<file path="src/rtl/memi_multiport.sv">
// Multi-port instruction memory: NUM_RD read ports with fixed RD_LAT latency, a program-load write port,
// and a post-reset fill engine. Define MEMI_MULTIPORT_WR_BYPASS_EN for write-first same-address reads.
//
// state  | meaning
// S_FILL | fill engine writes FILL_WORD to every entry; ports not ready, writes dropped
// S_RUN  | normal operation until the next rst
module memi_multiport #(
    parameter int                 DATA_W    = 16,
    parameter int                 DEPTH     = 8,
    parameter int                 ADDR_W    = $clog2(DEPTH),
    parameter int                 NUM_RD    = 2,
    parameter int                 RD_LAT    = 1,
    parameter logic [DATA_W-1:0]  FILL_WORD = '0
) (
    input  logic                       clk,
    input  logic                       rst,
    output logic                       init_busy,
    input  logic                       wr_en,
    input  logic [ADDR_W-1:0]          wr_addr,
    input  logic [DATA_W-1:0]          wr_data,
    output logic                       wr_err,
    input  logic [NUM_RD-1:0]          rd_req_valid,
    output logic [NUM_RD-1:0]          rd_req_ready,
    input  logic [NUM_RD*ADDR_W-1:0]   rd_req_addr,
    output logic [NUM_RD-1:0]          rd_resp_valid,
    output logic [NUM_RD*DATA_W-1:0]   rd_resp_data,
    output logic [NUM_RD-1:0]          rd_resp_err
);

    typedef enum logic {S_FILL, S_RUN} state_t;

    // One extra bit so that DEPTH itself is representable when DEPTH is a power of two.
    localparam logic [ADDR_W:0]   DEPTH_X = (ADDR_W+1)'(DEPTH);
    localparam logic [ADDR_W-1:0] LAST    = ADDR_W'(DEPTH - 1);

    function automatic logic in_range(input logic [ADDR_W-1:0] a);
        return {1'b0, a} < DEPTH_X;
    endfunction

    state_t              state;
    logic [ADDR_W-1:0]   fill_cnt;
    logic [DATA_W-1:0]   mem [DEPTH];
    logic                wr_ok;

    assign wr_ok = wr_en && !init_busy && in_range(wr_addr);

    always_ff @(posedge clk or posedge rst) begin
        if (rst) begin
            state     <= S_FILL;
            fill_cnt  <= '0;
            init_busy <= 1'b1;
            wr_err    <= 1'b0;
        end else begin
            wr_err <= wr_en && !wr_ok;
            case (state)
                S_FILL: begin
                    if (fill_cnt == LAST) begin
                        state     <= S_RUN;
                        init_busy <= 1'b0;
                    end else begin
                        fill_cnt <= fill_cnt + 1'b1;
                    end
                end
                default: ;
            endcase
        end
    end

    // The array has no reset; the fill engine rewrites every entry after each reset release.
    always_ff @(posedge clk) begin
        if (state == S_FILL) begin
            mem[fill_cnt] <= FILL_WORD;
        end else if (wr_ok) begin
            mem[wr_addr] <= wr_data;
        end
    end

    for (genvar p = 0; p < NUM_RD; p++) begin : g_port
        logic [ADDR_W-1:0]  addr;
        logic               acc;
        logic               oor;
        logic [DATA_W-1:0]  word;
        logic [RD_LAT-1:0]  pv;
        logic [RD_LAT-1:0]  pe;
        logic [DATA_W-1:0]  pd [RD_LAT];

        assign addr = rd_req_addr[p*ADDR_W +: ADDR_W];
        assign acc  = rd_req_valid[p] && !init_busy;
        assign oor  = !in_range(addr);

        always_comb begin
            word = '0;
            if (!oor) begin
                word = mem[addr];
`ifdef MEMI_MULTIPORT_WR_BYPASS_EN
                if (wr_ok && (wr_addr == addr)) begin
                    word = wr_data;
                end
`endif
            end
        end

        always_ff @(posedge clk or posedge rst) begin
            if (rst) begin
                pv <= '0;
                pe <= '0;
                for (int i = 0; i < RD_LAT; i++) begin
                    pd[i] <= '0;
                end
            end else begin
                pv[0] <= acc;
                pe[0] <= acc && oor;
                pd[0] <= acc ? word : '0;
                for (int i = 1; i < RD_LAT; i++) begin
                    pv[i] <= pv[i-1];
                    pe[i] <= pe[i-1];
                    pd[i] <= pd[i-1];
                end
            end
        end

        assign rd_req_ready[p]                   = !init_busy;
        assign rd_resp_valid[p]                  = pv[RD_LAT-1];
        assign rd_resp_err[p]                    = pe[RD_LAT-1];
        assign rd_resp_data[p*DATA_W +: DATA_W]  = pd[RD_LAT-1];
    end

endmodule

</file>
<file path="config.mk">
export PLATFORM = sky130hd
export DESIGN_NAME = memi_multiport
export DESIGN_NICKNAME = d
export VERILOG_FILES = /design/src/rtl/memi_multiport.sv
export SDC_FILE = /design/constraint.sdc
export NUM_CORES = 1
export LEC_CHECK = 0
export CAP_MARGIN = 20
export CORE_ASPECT_RATIO = 1.1
export CORE_UTILIZATION = 25
export CTS_CLUSTER_SIZE = 16
export DETAILED_ROUTE_END_ITERATION = 6
export PLACE_DENSITY = 0.44
export SLEW_MARGIN = 20
export SYNTH_ARGS = -nofsm -noshare
export SYNTH_HDL_FRONTEND = slang
export SYNTH_SLANG_ARGS = --single-unit
</file>
<file path="constraint.sdc">
create_clock -name clk -period 2.2 [get_ports clk]
set_input_delay 0.44 -clock clk [delete_from_list [all_inputs] [get_ports clk]]
set_output_delay 0.44 -clock clk [all_outputs]
set_load 0.01 [all_outputs]
</file>
==> flow_summary.ini, run 1 <==
[detailed_routing]
post_drt_wl_per_cell_microns = 19.7
wl_met1_microns = 7650
drc = 8
wl_met2_microns = 10200
dr_wl_met3_microns = 542
via_count = 4405
viasPerCell = 4.62
drt_iter0_drc = 212
dr.pass1.iters = 7
ant_nets = 0
wirelength_microns = 18800
highest_layer = met4

[finish]
layout-drive-gt1-share_pct = 11.9
seq_area_sq_um = 4850
synthToLayoutAreaGrowth_pct = 26.9
final_cell_mix = mux2i_1, edfxtp_1, clkdlybuf4s50_1, o22ai_1, dfrtp_1
fillCellCount = 2836
antenna_cells = 0
fin_nets = 605
multi_input_area_sq_um = 2290
layout_commonest_cell = mux2i_1
final_area_sq_um = 9330

[grt]
grt_pass1_vias = 4597
antenna_found_initial = 0
grt_pass1_wl_microns = 27900
grt_util_all_layers_pct = 13.0
grt_max_degree = 23
overflow = 0

[logic_synthesis]
yosys.area.top_type = edfxtp_1
yosysSeqAreaShare_pct = 65.9
synth_top_cell_area_share_pct = 52.3
synth.distinct_cells = 29
synth_area_leaders = edfxtp_1, mux2i_1, dfrtp_1, o22ai_1, or2_1
synth_cells = 490
ys_seq_elements = 168
synth_warnings = 0
synth.avg_cell_area_sq_um = 15.0
syn_area_sq_um = 7350

[power]
power.leakage_nw = 3.68
p_total_w = 0.00702
ir_drop_uv = 427
power_density_nw_per_um2 = 753

[critical_path]
reg2regPathDepth = 5
crit_end = rd_req_ready[1]
crit_start = init_busy
crit_path_top_delay_cell = dfstp_2
path_max_fanout = 7
crit_arrival_ps = 1580
required_ps = 1760
worstPathCellList = inv_1 > clkdlybuf4s50_1
reg2reg_from = init_busy
worstSetupStartpointType = flop
critPathMaxStageDelay_ps = 580
r2r_end = mem[6][9]
r2r_slack_ps = 350
crit_type = flop to output port
cp-end-kind = output port

[clock_tree]
htree_levels = 4
cts.sink_count = 168
cts-root-buf = clkbuf_16
numCtsBuffers = 17
clkTransAtPathRegs_ps = 60
hold_buffers = 0
insertion_delay_ps = 430
cts_tree = yes
clock_path_buffers = 2

[die]
pin_count = 70
die-area_sq_um = 30100
die_w_microns = 165
rows = 65
fp.coreArea_sq_um = 28800
start_util_pct = 25.5
die_h_microns = 182

[placed_design]
place_area_sq_um = 8730
place_congestion = 0.704
port_buffers = 67
place_hpwl_microns = 12000

[sta]
finalHoldViolCount = 0
skew_ps = 7.65
setup_violations = 0
fin_crit_sh_pct = 91.7
drv_slew = 0
rsz0062_at_grt = false
timing.hold.ws_ps = 354
fin_crit_ps = 2020
timing.fmax_mhz = 496
fin_tns_setup_ps = 0

[flow_run]
drv_cap = 0

[status]
violations = DRC
status = complete, but fails checks

[min_path]
min_path_type = primary input to asynchronous set/reset pin
==> synthesized netlist by cell type <==
cell,count
clkbuf_2,2
mux2i_1,131
buf_4,5
a22oi_1,1
and2_1,17
o22ai_1,64
dfstp_2,1
conb_1,1
and3b_1,1
o22a_1,1
buf_2,23
mux2_2,2
nor2_1,9
or2_2,3
nand3_1,2
nor2b_1,6
ha_1,2
nand3b_1,1
a21oi_1,3
xor2_1,1
nand4bb_1,4
dfrtp_1,39
edfxtp_1,128
inv_1,4
buf_6,2
or4b_1,2
clkbuf_1,4
nand4b_1,2
or2_1,29
==> worst min-delay path by stage <==
stage               depth (start not counted)      endpoint         from  slack, ps
floorplan                                   1   fill_cnt[0]  fill_cnt[0]        490
global placement                            1   fill_cnt[0]  fill_cnt[0]        530
detailed placement                          1   fill_cnt[0]  fill_cnt[0]        560
CTS                                         2         state          rst        360
global route                                2         state          rst        390
finish                                      2  g_port[0].pv          rst        350
==> worst max-delay path, delay by kind of cell, from the launching register on <==
| family | cells | cell delay (ps) |
|---|---|---|
| flip-flops | 1 | 580 |
| buffers and inverters | 2 | 570 |
==> registers in the layout (all words and copies together), names as in the netlist <==
signal	flops
fill_cnt	3
g_port.pd	32
wr_err	1
g_port.pv	2
init_busy	1
mem	128
state	1
==> cell families (layout without fill, tap and decap cells) <==
| logic type | count (synthesis) | in the layout | share of synthesized area (%) |
|---|---|---|---|
| AO/OA/AOI/OAI | 69 | 69 | 5.87 |
| XOR/XNOR | 1 | 1 | 0.119 |
| adder cells (fa/ha/maj) | 2 | 2 | 0.340 |
| buffers and inverters | 40 | 135 | 2.93 |
| flip-flops | 168 | 168 | 65.9 |
| multiplexers | 133 | 133 | 18.1 |
| other | 1 | 2 | 0.0510 |
| AND/OR/NAND/NOR | 76 | 76 | 6.62 |
==> per-layer routing <==
| metal | vias up | GRT usage, % |
|---|---|---|
| met5 | - | 0 |
| met4 | 0 | 5.35 |
| met3 | 27 | 2.44 |
| met2 | 88 | 23.5 |
| met1 | 2254 | 14.8 |
| li1 | 2036 | - |
==> layout make-up <==
class,count,area share [%]
clock buffer,19,4.64
clock inverter,13,1.57
inverter,4,0.161
multi-input combinational,283,24.6
sequential,168,52.0
tap,368,4.94
timing repair buffer,99,12.1
==> where the power goes <==
part / internal, W / switching (W)
Sequential: 0.00349 / 0.0000247
Clock: 0.00169 / 0.00125
Combinational: 0.000277 / 0.000301
Total: 0.00545 / 0.00158
==> stage by stage <==
stage | worst slack (ps) | utilization [%] | instances
after detailed placement | 24.1 | 30.3 | 920
final | 183 | 32.4 | 954
after global routing | 113 | 32.4 | 954
after CTS | 63.3 | 32.3 | 952
after floorplan | -129 | - | 491
after global placement | -3.87 | 30.3 | 920
==> timing repair <==
action / CTS / global route
hold endpoints to repair: 0 / 0
setup endpoints to repair: 0 / 2
buffers inserted: 0 / 2
gates resized for setup: 0 / 0
Note: power is estimated with default switching activity, not from simulation.
==> run 2: changes to the inputs <==
--- a/config.mk
+++ b/config.mk
@@ -8,6 +8,7 @@
 export CAP_MARGIN = 20
 export CORE_ASPECT_RATIO = 1.1
 export CORE_UTILIZATION = 25
+export CTS_BUF_LIST = sky130_fd_sc_hd__clkbuf_4 sky130_fd_sc_hd__clkbuf_8 sky130_fd_sc_hd__clkbuf_16
 export CTS_CLUSTER_SIZE = 16
 export DETAILED_ROUTE_END_ITERATION = 6
 export PLACE_DENSITY = 0.44
==> flow_summary.ini, run 2 (same netlist as run 1, synthesis figures left out) <==
[critical_path]
reg2reg_from = init_busy
reg2regPathDepth = 5
cp-end-kind = output port
crit_type = flop to output port
r2r_end = mem[6][11]
path_max_fanout = 7
worstSetupStartpointType = flop
required_ps = 1760
r2r_slack_ps = 350
crit_arrival_ps = 1580

[power]
ir_drop_uv = 427
power_density_nw_per_um2 = 755
p_total_w = 0.00705
power.leakage_nw = 3.69

[clock_tree]
clock_path_buffers = 2
cts-root-buf = clkbuf_16
htree_levels = 4
clkTransAtPathRegs_ps = 60
numCtsBuffers = 17
insertion_delay_ps = 430
cts_tree = yes
hold_buffers = 0
cts.sink_count = 168

[die]
start_util_pct = 25.5
die_w_microns = 165
die_h_microns = 182
fp.coreArea_sq_um = 28800
die-area_sq_um = 30100
pin_count = 70
rows = 65

[finish]
final_cell_mix = mux2i_1, edfxtp_1, clkdlybuf4s50_1, o22ai_1, dfrtp_1
layout-drive-gt1-share_pct = 12.3
fillCellCount = 2837
synthToLayoutAreaGrowth_pct = 27.0
fin_nets = 605
layout.cells.non_filler = 954
layout_commonest_cell = mux2i_1
largest_register_ffs = 128
post-route-util_pct = 32.4
top_regs = mem (128), g_port.pd (32), fill_cnt (3)
antenna_cells = 0
regMostFlops = mem

[status]
status = complete, but fails checks
violations = DRC

[min_path]
min_path_type = primary input to asynchronous set/reset pin

[detailed_routing]
viasPerCell = 4.63
drc = 8
dr.pass1.iters = 6
via_count = 4414
ant_nets = 0
wirelength_microns = 18800
post_drt_wl_per_cell_microns = 19.7
drt_iter0_drc = 212

[grt]
grt_util_all_layers_pct = 13.0
antenna_found_initial = 0
use_met2_pct = 23.5
grt_busiest_layer = met2
grt_max_degree = 23
grt_pass1_wl_microns = 27900
grtUsageMet3_pct = 2.44
overflow = 0
grt_pass1_vias = 4597
grt.met1_usage_pct = 14.8

[sta]
finalHoldViolCount = 0
timing.fmax_mhz = 496
skew_ps = 7.65
fin_crit_ps = 2020
fin_crit_sh_pct = 91.7
timing.hold.ws_ps = 354
setup_violations = 0
rsz0062_at_grt = false
fin_tns_setup_ps = 0
drv_slew = 0

[placed_design]
place_congestion = 0.704
dp.cells = 920
place_hpwl_microns = 12000
port_buffers = 67

[flow_run]
drv_cap = 0
==> run 2: cell types whose count changed in the layout (fill, tap and decap cells not counted) <==
cell / previous run / this run
clkbuf_4: 0 / 2
clkbuf_1: 2 / 0
==> run 2: final cells by class <==
type	instances	area, sq um	area share [%]
flip-flops and latches	168	4850	51.9
multi-input cells	283	2290	24.6
repair buffers	99	1130	12.1
well taps	368	460	4.93
clock buffers	19	440	4.72
clock inverters	13	146	1.57
inverters	4	15.0	0.161
==> run 2: through the flow <==
| stage | setup WS (ps) | cell area (sq um) |
|---|---|---|
| after floorplan | -129 | 7350 |
| after global placement | -3.87 | 8730 |
| after detailed placement | 24.1 | 8730 |
| after CTS | 63.3 | 9320 |
| after global routing | 113 | 9330 |
| final | 183 | 9330 |
==> run 2: layer usage <==
layer  vias to the layer above  part of all wire [%]
met2                        84                    54
met5                         -                     0
met1                      2266                    41
met4                         0                   2.3
met3                        27                   2.8
li1                       2037                     -
==> run 2: worst max path at each step <==
stage          startpoint               to  slack, ps  cells after the start
3_3_place_gp        wr_en       mem[6][10]         -4                      5
5_1_grt         init_busy  rd_req_ready[1]        110                      2
4_1_cts         init_busy  rd_req_ready[1]         60                      2
3_5_place_dp        wr_en       mem[6][10]         20                      5
6_report        init_busy  rd_req_ready[1]        180                      2
2_1_floorplan   init_busy        mem[6][0]       -130                      4
==> run 2: timing repair <==
action | CTS | global route
setup endpoints to repair | 0 | 2
endpoints found under the hold margin | 0 | 0
setup buffers | 0 | 2
resized for setup | 0 | 0
==> run 2: worst max-delay path, cell delays in order, from the launching register on <==
cell and delay (ps):
dfstp_2 580, inv_1 80, clkdlybuf4s50_1 490
==> run 2: where the power goes <==
group	total, W	switching [W]	internal (W)
sequential	0.00351	0.0000246	0.00349
clock	0.00296	0.00125	0.00171
combinational	0.000578	0.000301	0.000277
==> variant 1 (config.mk and constraints of run 1) <==
Change the parameter `DEPTH` from 8 to 4.
--- a/src/rtl/memi_multiport.sv
+++ b/src/rtl/memi_multiport.sv
@@ -6,7 +6,7 @@
 // S_RUN  | normal operation until the next rst
 module memi_multiport #(
     parameter int                 DATA_W    = 16,
-    parameter int                 DEPTH     = 8,
+    parameter int                 DEPTH     = 4,
     parameter int                 ADDR_W    = $clog2(DEPTH),
     parameter int                 NUM_RD    = 2,
     parameter int                 RD_LAT    = 1,
Interface: changed (resized rd_req_addr and wr_addr); port bits go from 70 to 67. No check against the original RTL was run, so the function may have changed too.
==> variant 1 against run 1 <==
  * Wire length is 49% lower
  * Setup slack better by 0.063 ns
  * Sequential cell count fell by 65
  * Die area down 41%
  * Synthesized area decreased by 42%
  * Design area down 41%
  * Total power fell by 43%
  * Sequential power fell by 39%
==> variant 1: results <==
{
  "status": "complete, no violations",
  "holdWs_ns": 0.513,
  "synthArstFlopShare_pct": 37.9,
  "synth_compound_area_share_pct": 8.61,
  "drtPass1Iterations": 2,
  "hold_path_class": "reg2reg",
  "placed_cell_area_sq_um": 5200,
  "synth_edf_count": 64,
  "r2r-end": "mem[1][15]$_DFFE_PP_",
  "final_cells": 539,
  "nNetsFinal": 358,
  "wl_per_cell_microns": 17.7,
  "insertion_delay_ns": 0.34,
  "ys_types": 25,
  "ir_drop_mv": 0.379,
  "htreeDepth": 3,
  "max_stage_delay_ns": 0.60,
  "grt_pass1_vias": 2640,
  "rr_worst_depth": 3,
  "grt_max_degree": 40,
  "cts_buffers": 9,
  "clock_skew_ns": 0.00776,
  "rrSetupSlack_ns": 0.59,
  "place_hpwl_microns": 6200,
  "track_usage_pct": 11.5,
  "switching_power_mw": 0.887,
  "drive_gt1_share_pct": 15.2,
  "io_buffers": 64,
  "crit_fanout": 10,
  "viasPerCell": 4.45,
  "top_regs": "mem: 64 flops, g_port.pd: 32 flops",
  "ys_seq_area_share_pct": 67.4,
  "arrival_ns": 1.51,
  "p_leak_nw": 2.17,
  "grt_pass1_wl_microns": 15000,
  "synthCells": 263,
  "synth_mux_area_share_pct": 15.2
}
## variant 1: cell count changes in the layout (fill, tap and decap cells not counted), sizes merged, moves of 3 or more
cell and change:
nand4bb -4, clkbuf -7, o22ai -32, nor2b -5, clkdlybuf4s50 -3, buf -20
nor2 -7, clkinv -3, edfxtp -64, a32o +4, mux2i -67, or2 -32
## variant 1: layout make-up
class	count	area (sq um)	share of cell area, %
clock buffers	12	256	4.68
clock inverters	4	20.0	0.365
inverters	7	26.3	0.479
multi-input cells	133	1230	22.4
flip-flops and latches	103	2900	52.9
well taps	204	255	4.66
repair buffers	76	796	14.5
## variant 1: per-stage QoR
stage / power, mW / worst slack (ns)
3_3_place_gp: 2.58 / 0.247
2_1_floorplan: 2.39 / 0.506
5_1_grt: 4.18 / 0.171
4_1_cts: 4.09 / 0.217
3_5_place_dp: 2.58 / 0.233
6_report: 4.02 / 0.246
## variant 1: metal layers
layer  global-route usage (%)  vias to the layer above  wire length (microns)
li1                         -                     1117                      -
met1                     12.8                     1227                   3950
met2                     20.7                       42                   5150
met3                     2.15                       12                    211
met4                     5.76                        0                    219
met5                        0                        -                      0
## variant 1: cell families (layout without fill, tap and decap cells)
group | count (synthesis) | after routing
other | 1 | 2
buffers and inverters | 28 | 99
adder cells (fa/ha/maj) | 1 | 1
AO/OA/AOI/OAI | 37 | 37
multiplexers | 65 | 65
AND/OR/NAND/NOR | 27 | 27
XOR/XNOR | 1 | 1
flip-flops | 103 | 103
## variant 1: power by group through the flow
stage / Sequential (mW) / Clock (mW) / Combinational [mW]
5_1_grt: 2.14 / 1.62 / 0.422
3_3_place_gp: 2.18 / 0 / 0.397
3_5_place_dp: 2.18 / 0 / 0.401
2_1_floorplan: 2.19 / 0 / 0.199
4_1_cts: 2.14 / 1.55 / 0.402
6_report: 2.14 / 1.49 / 0.392
==> variant 2 (flow settings as in run 1) <==
Made on the original files. Remove the register `wr_err`: a continuous assignment takes its place, so the output `wr_err` follows one clock earlier.
--- a/src/rtl/memi_multiport.sv
+++ b/src/rtl/memi_multiport.sv
@@ -49,9 +49,7 @@
             state     <= S_FILL;
             fill_cnt  <= '0;
             init_busy <= 1'b1;
-            wr_err    <= 1'b0;
         end else begin
-            wr_err <= wr_en && !wr_ok;
             case (state)
                 S_FILL: begin
                     if (fill_cnt == LAST) begin
@@ -65,6 +63,8 @@
             endcase
         end
     end
+
+    assign wr_err = wr_en && !wr_ok;
 
     // The array has no reset; the fill engine rewrites every entry after each reset release.
     always_ff @(posedge clk) begin
Function: changed (Yosys sat finds a counterexample within 4 cycles, from zero or initial values and one cycle with rst high).
==> variant 2 against run 1 <==
  * Register-to-register slack improved by 0.08 ns
  * Count of clock-buffer cells in the layout is 2 lower
  * Sequential cell count decreased by 1
  * Wire length fell by 1.5%
  * Synthesized area fell by 0.34%
  * Largest cell class unchanged
  * Setup slack worse by 0.076 ns
  * Largest power group unchanged
  * Design area is 0.32% lower
  * Total power rose by 0.45%
  * Combinational power about the same
  * Highest routed layer unchanged
==> variant 2: results <==
{
  "arrival_ns": 1.65,
  "p_leak_nw": 3.67,
  "place_hpwl_microns": 11300,
  "clockRootBuffer": "clkbuf_16",
  "grt_pass1_vias": 4773,
  "track_usage_pct": 13.0,
  "nNetsFinal": 599,
  "clk_pin_slew_ns": 0.07,
  "synthArstFlopShare_pct": 23.4,
  "n_antenna_cell": 0,
  "gp_congestion": 0.688,
  "slew-limit-headroom_pct": 64.1,
  "cap_violations": 0,
  "grt_pass1_wl_microns": 27700,
  "ir_drop_mv": 0.441,
  "synth_warnings": 0,
  "grt_max_degree": 41,
  "synth_area_leaders": "edfxtp_1 (52%), mux2i_1 (18%), dfrtp_1 (13%)",
  "io_buffers": 67,
  "placed_cell_area_sq_um": 8700,
  "top_regs": "mem: 128 flops, g_port.pd: 32 flops, fill_cnt: 3 flops",
  "crit_fanout": 6,
  "insertion_delay_ns": 0.43,
  "totalNegativeSetupSlack_ns": 0,
  "ys_seq_area_share_pct": 65.8,
  "drtPass1Iterations": 4,
  "ys_types": 29,
  "drc": 0,
  "cts_buffers": 17,
  "viasPerCell": 4.63,
  "routed_wirelength_microns": 18500,
  "cpMaxStageDelayCell": "dfstp_2",
  "cts_resized": 0,
  "start_util_pct": 25.5,
  "grt_antenna_before_repair": 0,
  "drtIter0Drc": 193,
  "drive_gt1_share_pct": 11.9,
  "htreeDepth": 4,
  "hold_path_class": "in2async",
  "max_stage_delay_ns": 0.57,
  "cp_top_family": "flip-flops",
  "clock_path_buffers": 2,
  "synthTopCellsByCount": "mux2i_1 (131), edfxtp_1 (128), o22ai_1 (64)",
  "clock_skew_ns": 0.00824,
  "synth_edf_count": 128,
  "status": "complete, no violations"
}
## variant 2: final timing paths
kind / start / endpoint / slack, ns / cells after the start
setup / recovery: init_busy$_DFFE_PP1P_ / wr_err / 0.11 / 2
hold / removal: rst / g_port[1].pv$_DFF_PP0_ / 0.37 / 2
setup reg to reg: init_busy$_DFFE_PP1P_ / mem[3][7]$_DFFE_PP_ / 0.43 / 4
hold reg to reg: init_busy$_DFFE_PP1P_ / init_busy$_DFFE_PP1P_ / 0.53 / 2
max in group asynchronous: rst / g_port[1].pd[7]$_DFF_PP0_ / 1.29 / 3
min in group clk: init_busy$_DFFE_PP1P_ / init_busy$_DFFE_PP1P_ / 0.53 / 2
## variant 2: cell type report
class                   instances  area [sq um]
multi-input cells             283          2300
repair buffers                 94          1110
fillers                      2776         19400
clock buffers                  17           425
well taps                     368           460
clock inverters                15           166
inverters                       4          15.0
flip-flops and latches        167          4820
## variant 2: worst reg2reg max path: stages, from the launching register on
cell and delay (ns):
dfstp_2 0.57, and3b_1 0.23, a22oi_1 0.37, nor2_1 0.15
buf_12 0.20
## variant 2: cell families after synthesis
group | synth area share (%)
other | 0.0512
DFF | 65.8
muxes | 18.2
adders and majority gates | 0.342
AOI/OAI and AO/OA | 5.89
xor gates and xnor gates | 0.120
and+or+nand+nor | 6.64
buffers and inverters | 2.94
## variant 2: metrics by stage
step           hold slack, ns  power (mW)  utilization, %  worst slack, ns  std cells
3_3_place_gp            0.534        4.14            30.3           0.0902        915
4_1_cts                 0.374        7.15            32.4           0.0841        948
5_1_grt                 0.395        7.30            32.4           0.0447        948
3_5_place_dp            0.545        4.15            30.3           0.0382        915
6_report                0.375        7.06            32.4            0.107        948
2_1_floorplan           0.489        3.85               -           -0.129        490
## variant 2: report_power, final
part           internal (mW)  switching [mW]
Clock                   1.70            1.29
Combinational          0.275           0.301
Sequential              3.47          0.0248
## variant 2: metal layers
metal  GRT usage (%)  part of all wire [%]  vias up
met5               0                     0        -
li1                -                     -     2028
met4            5.98                   2.9        0
met2            23.7                    54       97
met3            2.76                   3.9       35
met1            14.3                    39     2227
## variant 2: repair_timing
| action | 4_1_cts | 5_1_grt |
|---|---|---|
| endpoints found under the hold margin | 0 | 0 |
| setup endpoints to repair | 1 | 0 |
| buffers inserted | 1 | 0 |
